--- config.mk ---
export PLATFORM = sky130hd
export DESIGN_NAME = disp_scan_driver
export DESIGN_NICKNAME = d
export VERILOG_FILES = /design/src/rtl/disp_scan_driver.sv
export SDC_FILE = /design/constraint.sdc
export NUM_CORES = 1
export LEC_CHECK = 0
export ABC_CLOCK_PERIOD_IN_PS = 7500
export CORE_MARGIN = 2
export CORE_UTILIZATION = 30
export CTS_CLUSTER_DIAMETER = 100
export DETAILED_ROUTE_END_ITERATION = 12
export SLEW_MARGIN = 10
export SYNTH_ARGS = -nofsm -noshare
export SYNTH_HDL_FRONTEND = slang
export SYNTH_SLANG_ARGS = --single-unit
--- constraint.sdc ---
create_clock -name CLK -period 7.5 [get_ports CLK]
set_input_delay 1.5 -clock CLK [delete_from_list [all_inputs] [get_ports CLK]]
set_output_delay 1.5 -clock CLK [all_outputs]
set_load 0.005 [all_outputs]
--- src/rtl/disp_scan_driver.sv ---
// disp_scan_driver: 8-digit common-anode 7-seg scan driver with a double-buffered frame. Optional macro DISP_LZ_BLANK_EN.
// Latency: AN/SEG/SEG_DP/FRAME_SYNC registered, one CLK after the DISP_CE edge; LOAD_ACK one CLK after LOAD.
// Backpressure: none; LOAD is always accepted and a later LOAD overwrites pending data not yet shown.
module disp_scan_driver #(
  parameter int DIGITS      = 8,
  parameter int SLOT_TICKS  = 8,
  parameter int BLANK_TICKS = 1
) (
  input  logic                  CLK,
  input  logic                  RST,
  input  logic                  DISP_CE,
  input  logic [4*DIGITS-1:0]   DATA,
  input  logic [DIGITS-1:0]     DP,
  input  logic                  LOAD,
  output logic                  LOAD_ACK,
  output logic                  PENDING,
  output logic [DIGITS-1:0]     AN,
  output logic [6:0]            SEG,
  output logic                  SEG_DP,
  output logic                  FRAME_SYNC
);

  localparam int PW = (SLOT_TICKS > 1) ? $clog2(SLOT_TICKS) : 1;
  localparam int DW = $clog2(DIGITS);
  localparam logic [PW-1:0] PH_BLANK = PW'(BLANK_TICKS);
  localparam logic [PW-1:0] PH_LAST  = PW'(SLOT_TICKS - 1);
  localparam logic [DW-1:0] D_LAST   = DW'(DIGITS - 1);

  typedef enum logic [1:0] {ST_IDLE, ST_BLANK, ST_ON} state_t;

  state_t                state_q, state_d;
  logic [DW-1:0]         d_q, d_d;
  logic [PW-1:0]         phase_q, phase_d;
  logic                  swap;
  logic [4*DIGITS-1:0]   act_dat_q, act_dat_d, pend_dat_q, pend_dat_d;
  logic [DIGITS-1:0]     act_dp_q, act_dp_d, pend_dp_q, pend_dp_d;
  logic                  pending_q, pending_d;
  logic                  load_ack_q, frame_sync_q;
  logic [DIGITS-1:0]     an_q, an_d;
  logic [6:0]            seg_q, seg_d;
  logic                  seg_dp_q, seg_dp_d;
  logic [3:0]            nib;

  function automatic logic [6:0] hex_font(input logic [3:0] v);
    case (v)
      4'h0: hex_font = 7'h40;  4'h1: hex_font = 7'h79;
      4'h2: hex_font = 7'h24;  4'h3: hex_font = 7'h30;
      4'h4: hex_font = 7'h19;  4'h5: hex_font = 7'h12;
      4'h6: hex_font = 7'h02;  4'h7: hex_font = 7'h78;
      4'h8: hex_font = 7'h00;  4'h9: hex_font = 7'h10;
      4'hA: hex_font = 7'h08;  4'hB: hex_font = 7'h03;
      4'hC: hex_font = 7'h46;  4'hD: hex_font = 7'h21;
      4'hE: hex_font = 7'h06;  default: hex_font = 7'h0E;
    endcase
  endfunction

  always_ff @(posedge CLK) begin
    if (RST) begin
      state_q      <= ST_IDLE;
      d_q          <= '0;
      phase_q      <= '0;
      act_dat_q    <= '0;
      act_dp_q     <= '0;
      pend_dat_q   <= '0;
      pend_dp_q    <= '0;
      pending_q    <= 1'b0;
      load_ack_q   <= 1'b0;
      frame_sync_q <= 1'b0;
      an_q         <= '1;
      seg_q        <= 7'h7F;
      seg_dp_q     <= 1'b1;
    end else begin
      state_q      <= state_d;
      d_q          <= d_d;
      phase_q      <= phase_d;
      act_dat_q    <= act_dat_d;
      act_dp_q     <= act_dp_d;
      pend_dat_q   <= pend_dat_d;
      pend_dp_q    <= pend_dp_d;
      pending_q    <= pending_d;
      load_ack_q   <= LOAD;
      frame_sync_q <= swap;
      an_q         <= an_d;
      seg_q        <= seg_d;
      seg_dp_q     <= seg_dp_d;
    end
  end

  always_comb begin
    state_d = state_q;
    d_d     = d_q;
    phase_d = phase_q;
    swap    = 1'b0;
    if (DISP_CE) begin
      case (state_q)
        ST_IDLE: begin
          state_d = ST_BLANK;
          d_d     = '0;
          phase_d = '0;
          swap    = 1'b1;
        end
        ST_BLANK: begin
          phase_d = phase_q + 1'b1;
          if (phase_d == PH_BLANK) state_d = ST_ON;
        end
        ST_ON: begin
          if (phase_q == PH_LAST) begin
            phase_d = '0;
            state_d = ST_BLANK;
            if (d_q == D_LAST) begin
              d_d  = '0;
              swap = 1'b1;
            end else begin
              d_d = d_q + 1'b1;
            end
          end else begin
            phase_d = phase_q + 1'b1;
          end
        end
        default: state_d = ST_IDLE;
      endcase
    end

    // The swap consumes the pre-edge pending copy; a coincident LOAD refills it.
    act_dat_d  = act_dat_q;
    act_dp_d   = act_dp_q;
    if (swap && pending_q) begin
      act_dat_d = pend_dat_q;
      act_dp_d  = pend_dp_q;
    end
    pend_dat_d = LOAD ? DATA : pend_dat_q;
    pend_dp_d  = LOAD ? DP   : pend_dp_q;
    pending_d  = LOAD ? 1'b1 : (swap ? 1'b0 : pending_q);
  end

`ifdef DISP_LZ_BLANK_EN
  logic [DIGITS-1:0] lz_mask;
  logic              lz_run;
  always_comb begin
    lz_mask = '0;
    lz_run  = 1'b1;
    for (int i = DIGITS - 1; i >= 1; i--) begin
      lz_run     = lz_run & (act_dat_q[4*i +: 4] == 4'h0);
      lz_mask[i] = lz_run;
    end
  end
`endif

  always_comb begin
    an_d     = '1;
    seg_d    = 7'h7F;
    seg_dp_d = 1'b1;
    nib      = act_dat_q[4*d_d +: 4];
    if (state_d == ST_ON) begin
      an_d[d_d] = 1'b0;
      seg_d     = hex_font(nib);
      seg_dp_d  = ~act_dp_q[d_d];
`ifdef DISP_LZ_BLANK_EN
      if (lz_mask[d_d]) seg_d = 7'h7F;
`endif
    end
  end

  assign LOAD_ACK   = load_ack_q;
  assign PENDING    = pending_q;
  assign AN         = an_q;
  assign SEG        = seg_q;
  assign SEG_DP     = seg_dp_q;
  assign FRAME_SYNC = frame_sync_q;

endmodule
==> results by group, run 1 <==
Pwr
  • Pwr/cell area: 220 nW/um^2
  • Leak: 2.14 nW
  • Max IR drop VDD: between 90 and 100 uV

Worst setup path
  • Worst r2r path cells: 10
  • Worst endpoint data arrival time: 4.79 ns
  • CP Launch Type: input port
  • Crit path max fanout: 16
  • Worst reg2reg path endpoint: SEG[0]
  • Sequence of cells on the critical path: clkdlybuf4s50_1 > o21ai_2 > a221oi_4 > inv_2 > mux4_2 > mux2i_1 > nor2b_1 > nor2b_1 > o31ai_1
  • Stages on worst setup path: 9
  • WP data required: between 7 and 8 ns
  • Critical R2R Launch: state_q[0]
  • Buf/Inv on CP: 2
  • Worst Setup SP: DISP_CE
  • CP endpoint: SEG[0]
  • Delay-heaviest family, CP: multiplexers
  • CP max stage delay: between 0.7 and 0.8 ns
  • CP max-delay cell: a221oi_4
  • CP Capture Type: flop
  • Worst reg-to-reg setup slack: between 3 and 4 ns
  • Crit path top cell by count: nor2b_1
  • Worst Setup Path Type: in2reg

Drt
  • Final wirelength: 9760 um
  • Vias per inst: 4.78
  • Iteration-0 DRC Markers: approximately 200
  • DRC errors left: 0
  • Drt first pass iters: 4
  • WL/cell: between 10 and 15 um
  • Final ANT Viol Nets: 0
  • Routed vias: 3487

Clocking
  • # resized after CTS: 0
  • TritonCTS Buffers: 9
  • H-tree depth: 3
  • Clk_lat worst skew: 0.35 ns
  • CTS sink count: 107
  • Max Root-Sink Buffers: 2
  • Clock slew at reported path FFs: around 0.070 ns
  • CTS tree: built
  • Clock Tree Root: clkbuf_16
  • Post-CTS Hold Buffers: 0
  • Setup bufs post-CTS: 0

Floorplanning
  • Full die area: 15600 um^2
  • Standard-cell row count: 44
  • I/O pin total: 63
  • Die boundary width: 125 um
  • Core ar.: 14400 um^2
  • Initial Utilization: 0.304
  • Die H: 125 um

Layout
  • ANT cells: 0
  • NumNets Final: 599
  • Area Growth Syn to Fin: 23.8%
  • Layout cell share with drive strength beyond 1: 0.0495

Placed design
  • Port bufs: 62
  • Pre-CTS WS: between 2 and 3 ns
  • Final GP Congestion: 0.807
  • HPWL Detailed: ~7000 um

Logic synthesis
  • Synth cell count leaders: 107 x dfxtp_1, 105 x nand2_1, 59 x nor2_1
  • Mux cell area share after synthesis: 0.129
  • Syn. warnings: 0
  • Complex-gate fraction of the synthesized area: 0.113
  • Synthesized-area fraction occupied by adder cells: 0.0427
  • Mapped Area: ~4400 um^2
  • Post-synth EDFFs: 0
  • Seq cells post-synth: 107
  • Mean area per synthesized cell: 8.82 um^2
  • Post-Syn Instances: 498
  • Post-synthesis xor/xnor area fraction: 0
  • Synth top area share: 0.488
  • Synth Flop Type: dfxtp_1
  • Main combinational cell family by area after synthesis: simple AND/OR/NAND/NOR gates
  • Simple-Gate Fraction of Synth Area: 0.187
  • Syn Nets: 557
  • Synth unique cells: 42
  • Most frequent cell after synthesis: dfxtp_1
  • Cell type with the largest total area after synthesis: dfxtp_1
  • Post-synth ARST share: 0
  • Synth top area cells: dfxtp_1 49%, mux2i_1 12%, nand2_1 9.0%, a21oi_1 5.5%, nor2_1 5.0%
  • Post-synthesis sequential area ratio: 0.488

Run
  • Max-cap violations: 0

Global route
  • Number of global-route vias before repair: between 3000 and 4000
  • Largest net degree at the start of global routing: 92
  • Initial antenna violation count: 0
  • First-pass GRT wire length: between 15000 and 20000 um
  • Grt ovf: 0
  • GRT Overall Usage: 0.127

STA
  • Final Hold Vio Count: 0
  • Worst Skew: approximately 0.0080 ns
  • Period utilization: 0.611
  • Final setup violation count: 0
  • Final TNS setup: 0 ns
  • Tightest Pin Transition: 1.21 ns
  • Max-slew headroom: 0.192
  • Post-layout min period: 4.58 ns
  • FMAX: 218 MHz
  • Max-slew violations: 0
  • Final worst slack: around 2.9 ns
  • RSZ-0062 raised after global routing: false

Hold path
  • Hold Startpoint: act_dat_q[22]
  • Min-Delay Path Class: reg2reg

Outcome
  • Status: completed
## registers in the layout, indices dropped and copies added (netlist names)
signal,count
AN,8
FRAME_SYNC,1
LOAD_ACK,1
PENDING,1
SEG,7
SEG_DP,1
act_dat_q,32
act_dp_q,8
d_q,3
pend_dat_q,32
pend_dp_q,8
phase_q,3
state_q,2
## metrics by stage
stage	utilization	hold WS [ns]	total power [mW]	std cells	cell area (um^2)
floorplan	-	0.431	0.664	498	4390
global placement	0.354	0.444	0.703	713	5110
detailed placement	0.354	0.447	0.706	713	5110
CTS	0.377	0.457	1.21	729	5430
global route	0.377	0.478	1.25	729	5440
finish	0.377	0.454	1.20	729	5440
## cell type report
| class | count | area, um^2 |
|---|---|---|
| timing repair buffer | 64 | 626 |
| multi-input combinational | 347 | 2070 |
| clock buffer | 10 | 239 |
| fill | 1454 | 8990 |
| inverter | 11 | 41.3 |
| sequential | 107 | 2140 |
| tap | 184 | 230 |
| clock inverter | 6 | 86.3 |
## placed cells by master, fill, tap and decap left out, types with 2 or more instances in the layout
cell type	netlist	routed
bufinv_16	0	2
buf_4	1	2
nor2_1	59	59
nor3_1	4	4
nand2_1	105	104
mux2i_1	52	52
a21oi_1	48	48
a2111oi_0	4	4
inv_1	10	10
a22oi_1	3	3
ha_1	15	15
mux4_2	2	2
o211ai_1	3	3
dfxtp_1	107	107
and3_1	3	3
o21ai_0	7	7
clkinv_2	0	2
buf_2	2	2
clkbuf_16	0	9
nand3_1	10	10
o221ai_1	2	2
nor2b_1	5	5
and2_1	3	3
clkdlybuf4s50_1	0	60
nand4_1	2	2
a21boi_0	4	4
## power by group
part,leakage (nW),switching (mW),internal [mW]
Combinational,1.11,0.0456,0.0468
Clock,0.159,0.205,0.302
Sequential,0.873,0.0115,0.588
## tightest hold or removal path: stages, from the launching register on
cell	delay (ns)
dfxtp_1	0.31
nand2_1	0.05
a21oi_1	0.05
## how the worst min path moves through the flow
stage | slack, ns | cells past startpoint | end
floorplan | 0.43 | 2 | act_dat_q[0]
global placement | 0.44 | 2 | phase_q[2]
detailed placement | 0.45 | 2 | act_dat_q[13]
CTS | 0.46 | 2 | act_dat_q[13]
global route | 0.48 | 2 | act_dat_q[5]
finish | 0.45 | 2 | act_dat_q[22]
## cells by family after synthesis
group / Yosys count
simple gates: 198
flops: 107
compound gates: 80
mux: 54
buf+inv: 44
fa+ha+maj: 15
## layer usage
| layer | vias to the layer above | part of all wire | track usage | wire length [um] |
|---|---|---|---|---|
| met5 | - | 0 | 0 | 0 |
| met4 | 0 | 0.016 | 0.0412 | 158 |
| met3 | 11 | 0.047 | 0.0351 | 457 |
| met2 | 81 | 0.49 | 0.212 | 4740 |
| met1 | 1638 | 0.45 | 0.160 | 4410 |
| li1 | 1757 | - | - | - |
(Power assumes the default switching activity.)
==> run 2, diff against run 1 <==
Settings changed: ABC_CLOCK_PERIOD_IN_PS 7500 to 4500.
Clock period 7.5 ns to 4.5 ns, I/O delays scaled along.
==> results by group, run 2 (same netlist as run 1, synthesis figures left out) <==
Pwr
  • Final Power: 1.95 mW (was 1.20 mW)
  • Max IR drop VDD: 170 uV (was 93.7 uV)
  • Leak: 2.15 nW (was 2.14 nW)
  • Pwr/cell area: 359 nW/um^2 (was 220 nW/um^2)

Floorplanning
  • I/O pin total: 63 (unchanged)
  • Standard-cell row count: 44 (unchanged)
  • Die H: 125 um (unchanged)
  • Full die area: 15600 um^2 (unchanged)
  • Initial Utilization: 0.304 (unchanged)
  • Core ar.: 14400 um^2 (unchanged)
  • Die boundary width: 125 um (unchanged)

Clocking
  • TritonCTS Buffers: 9 (unchanged)
  • Max Root-Sink Buffers: 2 (unchanged)
  • CTS sink count: 107 (unchanged)
  • Clk_lat worst skew: 0.35 ns (about the same)
  • CTS tree: built (unchanged)
  • Clock slew at reported path FFs: 0.07 ns (about the same)
  • H-tree depth: 3 (unchanged)
  • Setup bufs post-CTS: 0 (unchanged)
  • Post-CTS Hold Buffers: 0 (unchanged)
  • Clock Tree Root: clkbuf_16 (unchanged)
  • # resized after CTS: 0 (unchanged)

Hold path
  • WHS Path Cells: 2 (unchanged)
  • Hold Startpoint: pend_dp_q[3] (was act_dat_q[22])
  • Min-Delay Path Class: reg2reg (unchanged)

Worst setup path
  • CP Launch Type: input port (unchanged)
  • Worst Setup Path Type: in2reg (unchanged)
  • Worst r2r path cells: 12 (was 10)
  • Worst endpoint data arrival time: 4.06 ns (was 4.79 ns)
  • CP Capture Type: flop (unchanged)
  • Worst Setup SP: DISP_CE (unchanged)
  • WP data required: 4.77 ns (was 7.71 ns)
  • Critical R2R Launch: phase_q[1] (was state_q[0])
  • Crit path max fanout: 13 (was 16)

Layout
  • Register area: 2140 um^2 (unchanged)
  • Design area: 5450 um^2 (was 5440 um^2)
  • Fillers: 1496 (was 1454)
  • Regs by FF count: act_dat_q x32, pend_dat_q x32 (unchanged)
  • ANT cells: 0 (unchanged)
  • Area Growth Syn to Fin: 24.1% (was 23.8%)
  • Most common cell after layout, fill and taps aside: dfxtp_1 (unchanged)
  • Filler-free cell count of the finished design: 733 (was 729)
  • Core Util, Final: 0.378 (was 0.377)
  • NumNets Final: 603 (was 599)
  • Area of the multi-input gates: 2070 um^2 (unchanged)
  • Layout cell share with drive strength beyond 1: 0.0546 (was 0.0495)
  • Most frequent cells in the layout: 107 x dfxtp_1, 104 x nand2_1, 60 x clkdlybuf4s50_1 (unchanged)

STA
  • Max-slew violations: 0 (unchanged)
  • Max-slew headroom: 0.167 (was 0.192)
  • Post-layout min period: 3.79 ns
  • Tightest Pin Transition: 1.25 ns (was 1.21 ns)
  • WHS: 0.452 ns (was 0.454 ns)
  • Final TNS setup: 0 ns (unchanged)
  • FMAX: around 260 MHz
  • Final setup violation count: 0 (unchanged)
  • RSZ-0062 raised after global routing: false (unchanged)
  • Final Hold Vio Count: 0 (unchanged)
  • Worst Skew: 0.00711 ns (was 0.00802 ns)
  • Period utilization: 0.842
  • Final worst slack: 0.713 ns (was 2.92 ns)

Drt
  • Iteration-0 DRC Markers: 217 (was 204)
  • Final wirelength: 10000 um (was 9760 um)
  • Drt first pass iters: 5 (was 4)
  • Vias per inst: 4.73 (was 4.78)
  • Routed vias: 3466 (was 3487)
  • DRC errors left: 0 (unchanged)
  • Final ANT Viol Nets: 0 (unchanged)
  • WL/cell: 13.6 um (was 13.4 um)

Placed design
  • Pre-CTS WS: 0.372 ns (was 2.60 ns)
  • Port bufs: 62 (unchanged)
  • Cell Area, Placed: 5140 um^2 (was 5110 um^2)
  • Post-Place Cells: 717 (was 713)
  • HPWL Detailed: 7190 um (was 7040 um)
  • Final GP Congestion: 0.850 (was 0.807)

Global route
  • First-pass GRT wire length: 16500 um (was 16200 um)
  • Grt ovf: 0 (unchanged)
  • Number of global-route vias before repair: 3416 (was 3335)
  • GRT Overall Usage: 0.130 (was 0.127)
  • Largest net degree at the start of global routing: 91 (was 92)
  • Initial antenna violation count: 0 (unchanged)

Run
  • Max-cap violations: 0 (unchanged)

Outcome
  • Status: completed (unchanged)
-- run 2: final cells by class --
cell class                 instances  share of cell area
clock buffer                      12              0.0471
clock inverter                     4             0.00896
inverter                          11             0.00758
multi-input combinational        347               0.380
sequential                       107               0.393
tap                              184              0.0423
timing repair buffer              68               0.120
-- run 2: final timing paths --
check | end | slack (ns)
max | SEG[3] | 0.71
min | act_dp_q[3] | 0.45
max reg2reg | SEG[3] | 1.04
min reg2reg | act_dp_q[3] | 0.45
-- run 2: critical path: stages --
cell,delay (ns)
clkdlybuf4s50_1,0.55
nor4bb_1,0.20
o21ai_1,0.29
and2_1,0.45
a2111oi_0,0.17
or4_1,0.70
inv_1,0.13
ha_1,0.25
mux2i_1,0.09
and3_1,0.19
a21oi_1,0.12
-- run 2: metal layers --
metal / share of wire / up-vias / global-route usage
li1: - / 1770 / -
met1: 0.47 / 1611 / 0.163
met2: 0.47 / 70 / 0.212
met3: 0.047 / 15 / 0.0411
met4: 0.019 / 0 / 0.0418
met5: 0 / - / 0
-- run 2: where the power goes --
part / internal [mW] / switching, mW
sequential: 0.980 / 0.0194
combinational: 0.0784 / 0.0776
clock: 0.461 / 0.338
